$ cat config.mk
export PLATFORM = sky130hd
export DESIGN_NAME = display_scan_scheduler_flat
export DESIGN_NICKNAME = d
export VERILOG_FILES = /design/src/rtl/display_pkg.sv /design/src/rtl/display_scan_scheduler_if.sv /design/src/rtl/dwell_timer.sv /design/src/rtl/display_scan_scheduler.sv /design/src/flat_wrapper.sv
export SDC_FILE = /design/constraint.sdc
export NUM_CORES = 1
export LEC_CHECK = 0
export ABC_AREA = 1
export CAP_MARGIN = 25
export CORE_MARGIN = 2
export CORE_UTILIZATION = 57
export DETAILED_ROUTE_END_ITERATION = 8
export PLACE_DENSITY = 0.88
export SLEW_MARGIN = 10
export SYNTH_ARGS = -nofsm -noshare
export SYNTH_HDL_FRONTEND = slang
export SYNTH_SLANG_ARGS = --single-unit
$ cat constraint.sdc
create_clock -name s_clk -period 6.7 [get_ports s_clk]
set_input_delay 1.34 -clock s_clk [delete_from_list [all_inputs] [get_ports s_clk]]
set_output_delay 1.34 -clock s_clk [all_outputs]
set_load 0.02 [all_outputs]
$ cat src/rtl/display_pkg.sv
// Shared types, constants and select-mask helper for the multiplexed display scan path.
package display_pkg;

    localparam int WORD_W = 16;

    typedef enum logic [2:0] {
        ST_IDLE,
        ST_LOAD,
        ST_SEND,
        ST_DWELL,
        ST_BLANK
    } scan_state_t;

    localparam logic [WORD_W-1:0] BLANK_WORD = 16'hFF00;
    localparam logic [7:0]        SEL_IDLE   = 8'hFF;

    // Active-low digit select: only bit idx is driven low.
    function automatic logic [7:0] sel_mask(input logic [2:0] idx);
        return SEL_IDLE & ~(8'b1 << idx);
    endfunction

endpackage

$ cat src/rtl/display_scan_scheduler_if.sv
// Word handshake between the scan scheduler (master) and the 74HC595 serializer (slave).
interface display_scan_scheduler_if;
    import display_pkg::*;

    logic [WORD_W-1:0] word_out;
    logic              word_valid;
    logic              word_ready;

    modport master (output word_out, output word_valid, input word_ready);
    modport slave  (input word_out, input word_valid, output word_ready);

endinterface

$ cat src/rtl/dwell_timer.sv
// Loadable down-counter that saturates at zero; expired while the count is zero.
module dwell_timer #(
    parameter int WIDTH = 16
) (
    input  logic             s_clk,
    input  logic             s_reset,
    input  logic             i_load,
    input  logic [WIDTH-1:0] i_value,
    input  logic             i_count,
    output logic             o_expired
);

    logic [WIDTH-1:0] r_count;

    always_ff @(posedge s_clk or posedge s_reset) begin
        if (s_reset) begin
            r_count <= '0;
        end else if (i_load) begin
            r_count <= i_value;
        end else if (i_count && (r_count != '0)) begin
            r_count <= r_count - 1'b1;
        end
    end

    assign o_expired = (r_count == '0);

endmodule

$ cat src/rtl/display_scan_scheduler.sv
// Digit-scan sequencer: snapshots a frame at digit 0 and offers one {sel, seg} word
// per digit to the serializer, spacing successive words by a fixed dwell.
module display_scan_scheduler
    import display_pkg::*;
#(
    parameter int DIGITS       = 6,
    parameter int DWELL_CYCLES = 50000
) (
    input  logic                    s_clk,
    input  logic                    s_reset,
    input  logic                    enable,
    input  logic [8*DIGITS-1:0]     data_in,
    display_scan_scheduler_if.master scan,
    output logic                    frame_start,
    output logic [2:0]              digit_idx
);

    localparam int              CNT_W      = $clog2(DWELL_CYCLES);
    // SEND and LOAD each take one cycle of the digit period; DWELL covers the rest.
    localparam logic [CNT_W-1:0] DWELL_LOAD = CNT_W'(DWELL_CYCLES - 3);
    localparam logic [2:0]       LAST_IDX   = 3'(DIGITS - 1);

    generate
        if (DWELL_CYCLES < 3) begin : g_bad_dwell
            $error("display_scan_scheduler: DWELL_CYCLES must be at least 3");
        end
        if ((DIGITS < 1) || (DIGITS > 8)) begin : g_bad_digits
            $error("display_scan_scheduler: DIGITS must be within 1..8");
        end
    endgenerate

    scan_state_t          r_state, w_state_next;
    logic [WORD_W-1:0]    r_word, w_word_next;
    logic                 r_valid, w_valid_next;
    logic                 r_frame_start, w_frame_start_next;
    logic [2:0]           r_idx, w_idx_next;
    logic [8*DIGITS-1:0]  r_frame, w_frame_next;
    logic                 w_timer_load, w_timer_count, w_expired, w_xfer;
    logic [8*DIGITS-1:0]  w_src;
    logic [7:0]           w_src_byte [DIGITS];
    logic [7:0]           w_seg;

    dwell_timer #(.WIDTH(CNT_W)) u_dwell (
        .s_clk     (s_clk),
        .s_reset   (s_reset),
        .i_load    (w_timer_load),
        .i_value   (DWELL_LOAD),
        .i_count   (w_timer_count),
        .o_expired (w_expired)
    );

    // Digit 0 reads live data so its word matches the snapshot taken on the same edge.
    assign w_src = (r_idx == 3'd0) ? data_in : r_frame;

    genvar gi;
    generate
        for (gi = 0; gi < DIGITS; gi++) begin : g_byte
            assign w_src_byte[gi] = w_src[8*gi +: 8];
        end
    endgenerate

    assign w_seg  = w_src_byte[r_idx];
    assign w_xfer = r_valid && scan.word_ready;

    always_comb begin
        w_state_next       = r_state;
        w_word_next        = r_word;
        w_valid_next       = r_valid;
        w_frame_start_next = 1'b0;
        w_idx_next         = r_idx;
        w_frame_next       = r_frame;
        w_timer_load       = 1'b0;
        w_timer_count      = 1'b0;
        case (r_state)
            ST_IDLE: begin
                w_word_next  = BLANK_WORD;
                w_valid_next = 1'b0;
                if (enable) begin
                    w_state_next = ST_LOAD;
                end
            end
            ST_LOAD: begin
                if (r_idx == 3'd0) begin
                    w_frame_next       = data_in;
                    w_frame_start_next = 1'b1;
                end
                w_word_next  = {sel_mask(r_idx), w_seg};
                w_valid_next = 1'b1;
                w_state_next = ST_SEND;
            end
            ST_SEND: begin
                if (w_xfer) begin
                    w_valid_next = 1'b0;
                    w_timer_load = 1'b1;
                    w_state_next = ST_DWELL;
                end
            end
            ST_DWELL: begin
                w_timer_count = 1'b1;
                if (w_expired) begin
                    w_idx_next = (r_idx == LAST_IDX) ? 3'd0 : r_idx + 3'd1;
                    if (enable) begin
                        w_state_next = ST_LOAD;
                    end else begin
                        w_word_next  = BLANK_WORD;
                        w_valid_next = 1'b1;
                        w_state_next = ST_BLANK;
                    end
                end
            end
            ST_BLANK: begin
                if (w_xfer) begin
                    w_valid_next = 1'b0;
                    w_idx_next   = 3'd0;
                    w_state_next = ST_IDLE;
                end
            end
            default: begin
                w_state_next = ST_IDLE;
            end
        endcase
    end

    always_ff @(posedge s_clk or posedge s_reset) begin
        if (s_reset) begin
            r_state       <= ST_IDLE;
            r_word        <= BLANK_WORD;
            r_valid       <= 1'b0;
            r_frame_start <= 1'b0;
            r_idx         <= 3'd0;
            r_frame       <= '0;
        end else begin
            r_state       <= w_state_next;
            r_word        <= w_word_next;
            r_valid       <= w_valid_next;
            r_frame_start <= w_frame_start_next;
            r_idx         <= w_idx_next;
            r_frame       <= w_frame_next;
        end
    end

    assign scan.word_out   = r_word;
    assign scan.word_valid = r_valid;
    assign frame_start     = r_frame_start;
    assign digit_idx       = r_idx;

endmodule

$ cat src/flat_wrapper.sv
// flat-port wrapper written by rule: the top's interface ports become plain ports
module display_scan_scheduler_flat import display_pkg::*;
#(
    parameter int DIGITS       = 6,
    parameter int DWELL_CYCLES = 50000
)
  (s_clk, s_reset, enable, data_in, frame_start, digit_idx, scan_word_out, scan_word_valid, scan_word_ready);
  display_scan_scheduler_if scan_i ();
  input  logic s_clk;
  input  logic s_reset;
  input  logic enable;
  input  logic [8*DIGITS-1:0] data_in;
  output logic frame_start;
  output logic [2:0] digit_idx;
  output wire logic [$bits(scan_i.word_out)-1:0] scan_word_out;
  output wire logic [$bits(scan_i.word_valid)-1:0] scan_word_valid;
  input wire logic [$bits(scan_i.word_ready)-1:0] scan_word_ready;
  assign scan_word_out = scan_i.word_out;
  assign scan_word_valid = scan_i.word_valid;
  assign scan_i.word_ready = scan_word_ready;
  display_scan_scheduler #(.DIGITS(DIGITS), .DWELL_CYCLES(DWELL_CYCLES)) u_core (.s_clk(s_clk), .s_reset(s_reset), .enable(enable), .data_in(data_in), .scan(scan_i), .frame_start(frame_start), .digit_idx(digit_idx));
endmodule
* After elaboration in Yosys (flattened, before gate mapping)
Cells that the tools add are included.
** Word-level totals
- Register bits after elaboration :: 88
** Cells by class
- Magnitude comparators :: 1
- Reductions and logical operators :: 15
- Equal/unequal tests :: 11
- Bitwise operators :: 2
- Mux-type cells :: 27
- Shift-type cells :: 1
- $add $sub $neg :: 2
** Operators with widths (number)
- $mux W16 :: 4
- $mux W48 :: 1
- $pmux W16 S3 :: 1
- $bmux W8 S3 :: 1
- $mux W3 :: 7
- $logic_not A16 Y1 :: 1
- $mux W8 :: 2
- $reduce_bool A16 Y1 :: 1
- $sub A16 B1 Y16 const B :: 1
- $pmux W3 S5 :: 1
- $mux W1 :: 8
- $not A8 Y8 :: 1
- $reduce_and A4 Y1 :: 2
- $shl A1 B3 Y8 const A :: 1
- $eq A3 B2 Y1 const B :: 2
- $eq A3 B3 Y1 const B :: 2
- $logic_not A3 Y1 :: 2
- $ne A2 B1 Y1 const B :: 3
- $ne A2 B2 Y1 const B :: 3
- $pmux W3 S2 :: 1
- $reduce_and A3 Y1 :: 2
- $ge A4 B4 Y1 const B :: 1
- $not A3 Y4 :: 1
- $pmux W1 S4 :: 1
- other kinds (7) :: 9

* Depth between registers and ports, before layout
- Depth after elaboration :: 6
- Mapped depth :: 10
- Mapped depth without buffers :: 10

* Hierarchy
A second synthesis with hierarchy kept.
** Unflattened totals
- Cells, all modules :: 619
- Area, all modules :: 4453.0 um^2
** By module, submodules not included
- display_scan_scheduler :: area each 3213.1 um^2, times used 1, cells each 426, sequential area each 1636.6 um^2
- dwell_timer :: area each 1239.9 um^2, times used 1, cells each 193, sequential area each 400.4 um^2

* Worst setup path before layout
OpenSTA, ideal clock, no wires.
- Path kind :: input -> register
- From :: input port scan_word_ready
- To :: register u_core.u_dwell.r_count[12]
- Path buffers :: 1
- Setup time :: 0.118 ns
- Required time :: 6.582 ns
- Stages on the path :: 6
- Setup slack :: 4.621 ns
- Arrival time :: 1.960 ns
- Cells stage by stage :: nand2_1 > nor2_2 > inv_2 > buf_2 > nand4_1 > nand2_1
** Between the ends
- Word-level cells in the longest chain between the ends :: 4
- Elaborated cells between the ends (all ways) :: 5
- Those cells by class :: mux (3); reduce/logical (2)
** Ends and longest elaborated chain
- start: declaration :: line flat_wrapper.sv:17 : input wire logic [$bits(scan_i.word_ready)-1:0] scan_word_ready;
- $logic_and A1 B1 Y1 (*) :: line display_scan_scheduler.sv:63 : assign w_xfer = r_valid && scan.word_ready;
- $mux W1 (*) :: line display_scan_scheduler.sv:92 : if (w_xfer) begin
- $mux W1 (*) :: line display_scan_scheduler.sv:74 : case (r_state)
- $mux W16 / $reduce_bool A2 Y1 (equally long branches)
- end signal: assignment :: line dwell_timer.sv:19 : r_count <= i_value;
- end signal: assignment :: line dwell_timer.sv:21 : r_count <= r_count - 1'b1;
- end: declaration :: line dwell_timer.sv:13 : logic [WIDTH-1:0] r_count;
Mark *: on every way between the ends. The rest lies on a longest branch, timed or not.
A chain may end at the register's enable or synchronous reset.

* Worst setup path after layout
- From :: register u_core.r_idx[2], in the netlist u_core.digit_idx[2]
- To :: output port digit_idx[2]
** RTL lines
- start: declaration :: line display_scan_scheduler.sv:36 : logic [2:0] r_idx, w_idx_next;
- start signal: assignment :: line display_scan_scheduler.sv:137 : r_idx <= w_idx_next;
- end: declaration :: line flat_wrapper.sv:14 : output logic [2:0] digit_idx;
No word-level cell between the ends.

==> metrics.txt <==
antenna violations before repair=0; top-level I/O count=73; violation count after the first detailed-route iteration=between 200 and 300; vias in the first global route=between 3000 and 4000; largest net degree at the start of global routing=81; CP endpoint kind=output port; setup repair after global routing missed its margin=false; final critical delay including setup and external delays=~3200 ps; area share of the leading cell type in the synthesized netlist=between 40% and 50%; worst ir drop on vdd=roughly 0.12 mV; number of hold-slack violations in the final timing report=0; final antenna-violating net count=0; final std cells w/o fill=700; startpoint class of the critical path=register; Max FO, Critical Path=20; total number of yosys warnings=0; post-DP HPWL=slightly below 7000 µm; via count=about 3700; endpoint arrival time on the critical path=approximately 1900 ps; top routing layer in use=met4; highest-delay cell along the critical path=sky130_fd_sc_hd__dfrtp_1; Vert. Die Dim=89.3 µm; Final TNS setup=0 ps; final number of setup-violating endpoints=0; total power density per cell area=between 150 and 200 mW/mm²; wire length reported by the detailed router=approximately 9900 µm; die outline area=between 0.007 and 0.008 mm²; maximum clock frequency=around 310 MHz; most frequent cells in the layout=sky130_fd_sc_hd__nand2_1, sky130_fd_sc_hd__clkdlybuf4s50_1, sky130_fd_sc_hd__dfrtp_1; main combinational cell family by area after synthesis=simple AND/OR/NAND/NOR gates; post-CTS clock slew at the launch and capture registers of the worst setup and hold paths=90 ps; final estimated routing congestion in global placement=0.875; Remaining Overflow, GRT=0; met3 wire length=~600 µm; Mapped Area=0.00414 mm²; total non-filler cell area in the finished layout=around 0.0051 mm²; compound-cell area share of the yosys netlist=about a tenth; hold-critical path depth=2; final layout net count=651; clock sink count=80; TritonCTS clock tree=built; total cell area at the placement stage=between 0.004 and 0.005 mm²; path type of the worst setup path=reg2out; worst-skew pair later-pin latency=between 300 and 400 ps; result of the run=finished, final reports clean; Buffers on Ports=72; worst setup slack for register-to-register paths=4670 ps; number of buffers inserted by post-CTS setup repair=0; count of buffer and inverter cells on the critical path=1; multiplexer area fraction after synthesis=0%; wire length on met1=4060 µm; Initial Util=roughly three fifths; global-route wire length before repair=between 15000 and 20000 µm; combined global-route utilization of all metal layers=a little over a quarter; sequence of cells on the critical path=clkdlybuf4s50_1; post-synthesis share of cell area spent on full adders, half adders and majority gates=less than 1%; number of design rule violations left after detail routing=0; worst slew slack as a fraction of its limit=56.4%; number of clock buffers inserted by TritonCTS=9; area added between synthesis and finish=23.8%; slew at the pin closest to its max-slew limit=~650 ps; sequential-to-total area share from yosys stat=about 49%; cell family with most CP delay=flip-flops; Reg-to-Reg Start=u_core.r_state[2]$_DFFE_PP0P_; synthesized flop and latch total=80; Placeable Area=roughly 0.0071 mm²; syn_nets=583; fraction of final layout cells with drive strength greater than 1=between 10% and 20%; distinct cell type count after synthesis=34; die span in x=approximately 90 µm; reg-to-reg endpoint=u_core.r_frame[45]$_DFFE_PP0P_; floorplan row count=31; first-pass iteration count of the detailed router=6; fraction of the cycle the final worst path needs=roughly 48%; syn avg cell area=7.85 µm²; end of the worst hold path=u_core.scan.word_out[11]$_DFFE_PP1P_; cell at the root of the clock tree=sky130_fd_sc_hd__clkbuf_8; CTS Hold Bufs=0; commonest non-fill, non-tap cell in the layout=sky130_fd_sc_hd__nand2_1; Cells after DPL=slightly below 700; kind of path behind the tightest hold check=reg2reg; Post-Syn Instances=~530; total count of max-transition violations in the final report=0; Max Buffers Root-to-Sink=2; average routed wire per standard cell=about 14 µm; cell type contributing the most total cell area after synthesis=sky130_fd_sc_hd__dfrtp_1; average vias per placed instance=between 5 and 6; DR WL met2=5060 µm; number of inserted diodes=0; biggest area contributors in the synthesized netlist=sky130_fd_sc_hd__dfrtp_1, sky130_fd_sc_hd__nand2_1, sky130_fd_sc_hd__dfstp_2, sky130_fd_sc_hd__inv_1, sky130_fd_sc_hd__nor2_1; worst-case reg-to-reg path depth=7; Critical Path RT=between 5000 and 6000 ps; LEAKAGE=about 0.0024 µW; start point of the worst hold path=u_core.scan.word_out[11]$_DFFE_PP1P_; Worst Skew=between 10 and 15 ps; area share of and/or/nand/nor cells after synthesis=around a third; CP max stage delay=approximately 770 ps; number of H-tree levels=3; number of gates resized after CTS=0; xor/xnor cell area share of the yosys netlist=0.423%; max-capacitance violation count=0
-- Yosys cell counts, drive strengths merged --
cell / instances
o211ai: 5
buf: 16
nor3: 6
o21bai: 7
o22ai: 17
dfrtp: 72
o21ai: 23
a21boi: 2
nand3: 19
nand4: 6
dfstp: 8
xnor2: 2
clkbuf: 1
ha: 3
nand3b: 4
inv: 46
nand2: 239
a21oi: 7
nor2: 45
-- logic make-up (layout without fill, tap and decap cells) --
kind of cell / count (synthesis) / count (layout)
and+or+nand+nor: 319 / 319
xor gates and xnor gates: 2 / 2
adders and majority gates: 3 / 3
AOI/OAI and AO/OA: 61 / 61
DFF: 80 / 80
buffers and inverters: 63 / 136
-- routing by layer --
layer	track usage, %	vias to the layer above
li1	-	1795
met1	34.5	1744
met2	44.2	158
met3	4.16	17
met4	10.6	0
met5	0	-
-- state kept, by name, summed over array words and instances (netlist names) --
name,cells
u_core.scan.word_out,16
u_core.r_frame,40
u_core.digit_idx,3
u_core.u_dwell.r_count,16
u_core.r_state,3
u_core.scan.word_valid,1
u_core.frame_start,1
-- worst max-delay path by stage --
stage / start / cells after the start / end / slack (ps)
2_1_floorplan: s_reset / 1 / u_core.digit_idx[0]$_DFFE_PP0P_ / 3320
3_3_place_gp: scan_word_ready / 8 / u_core.u_dwell.r_count[12]$_DFFE_PP0P_ / 3870
3_5_place_dp: scan_word_ready / 8 / u_core.u_dwell.r_count[3]$_DFFE_PP0P_ / 3840
4_1_cts: u_core.digit_idx[2]$_DFFE_PP0P_ / 1 / digit_idx[2] / 3480
5_1_grt: u_core.digit_idx[2]$_DFFE_PP0P_ / 1 / digit_idx[2] / 3380
6_report: u_core.digit_idx[2]$_DFFE_PP0P_ / 1 / digit_idx[2] / 3470
-- metrics by stage --
step	util [%]	hold WS (ps)	total power, µW	setup WS [ps]
after global routing	71.9	494	974	3380
after CTS	71.5	477	948	3480
final	71.9	472	946	3470
after global placement	68.1	455	536	3870
after detailed placement	68.1	463	537	3840
after floorplan	-	449	502	3320
-- area by class of cell --
| class | count | area [µm²] |
|---|---|---|
| Fill cell | 546 | 2010 |
| Clock inverter | 5 | 87.6 |
| Tap cell | 99 | 124 |
| Sequential cell | 80 | 2010 |
| Timing Repair Buffer | 74 | 756 |
| Inverter | 46 | 175 |
| Clock buffer | 11 | 151 |
| Multi-Input combinational cell | 385 | 1820 |
-- power by group --
part	leakage [µW]	switching [µW]	internal (µW)
Combinational	0.00147	16.4	29.5
Sequential	0.000831	0.154	483
Clock	0.000118	183	233
Note: power is estimated with default switching activity, not from simulation.
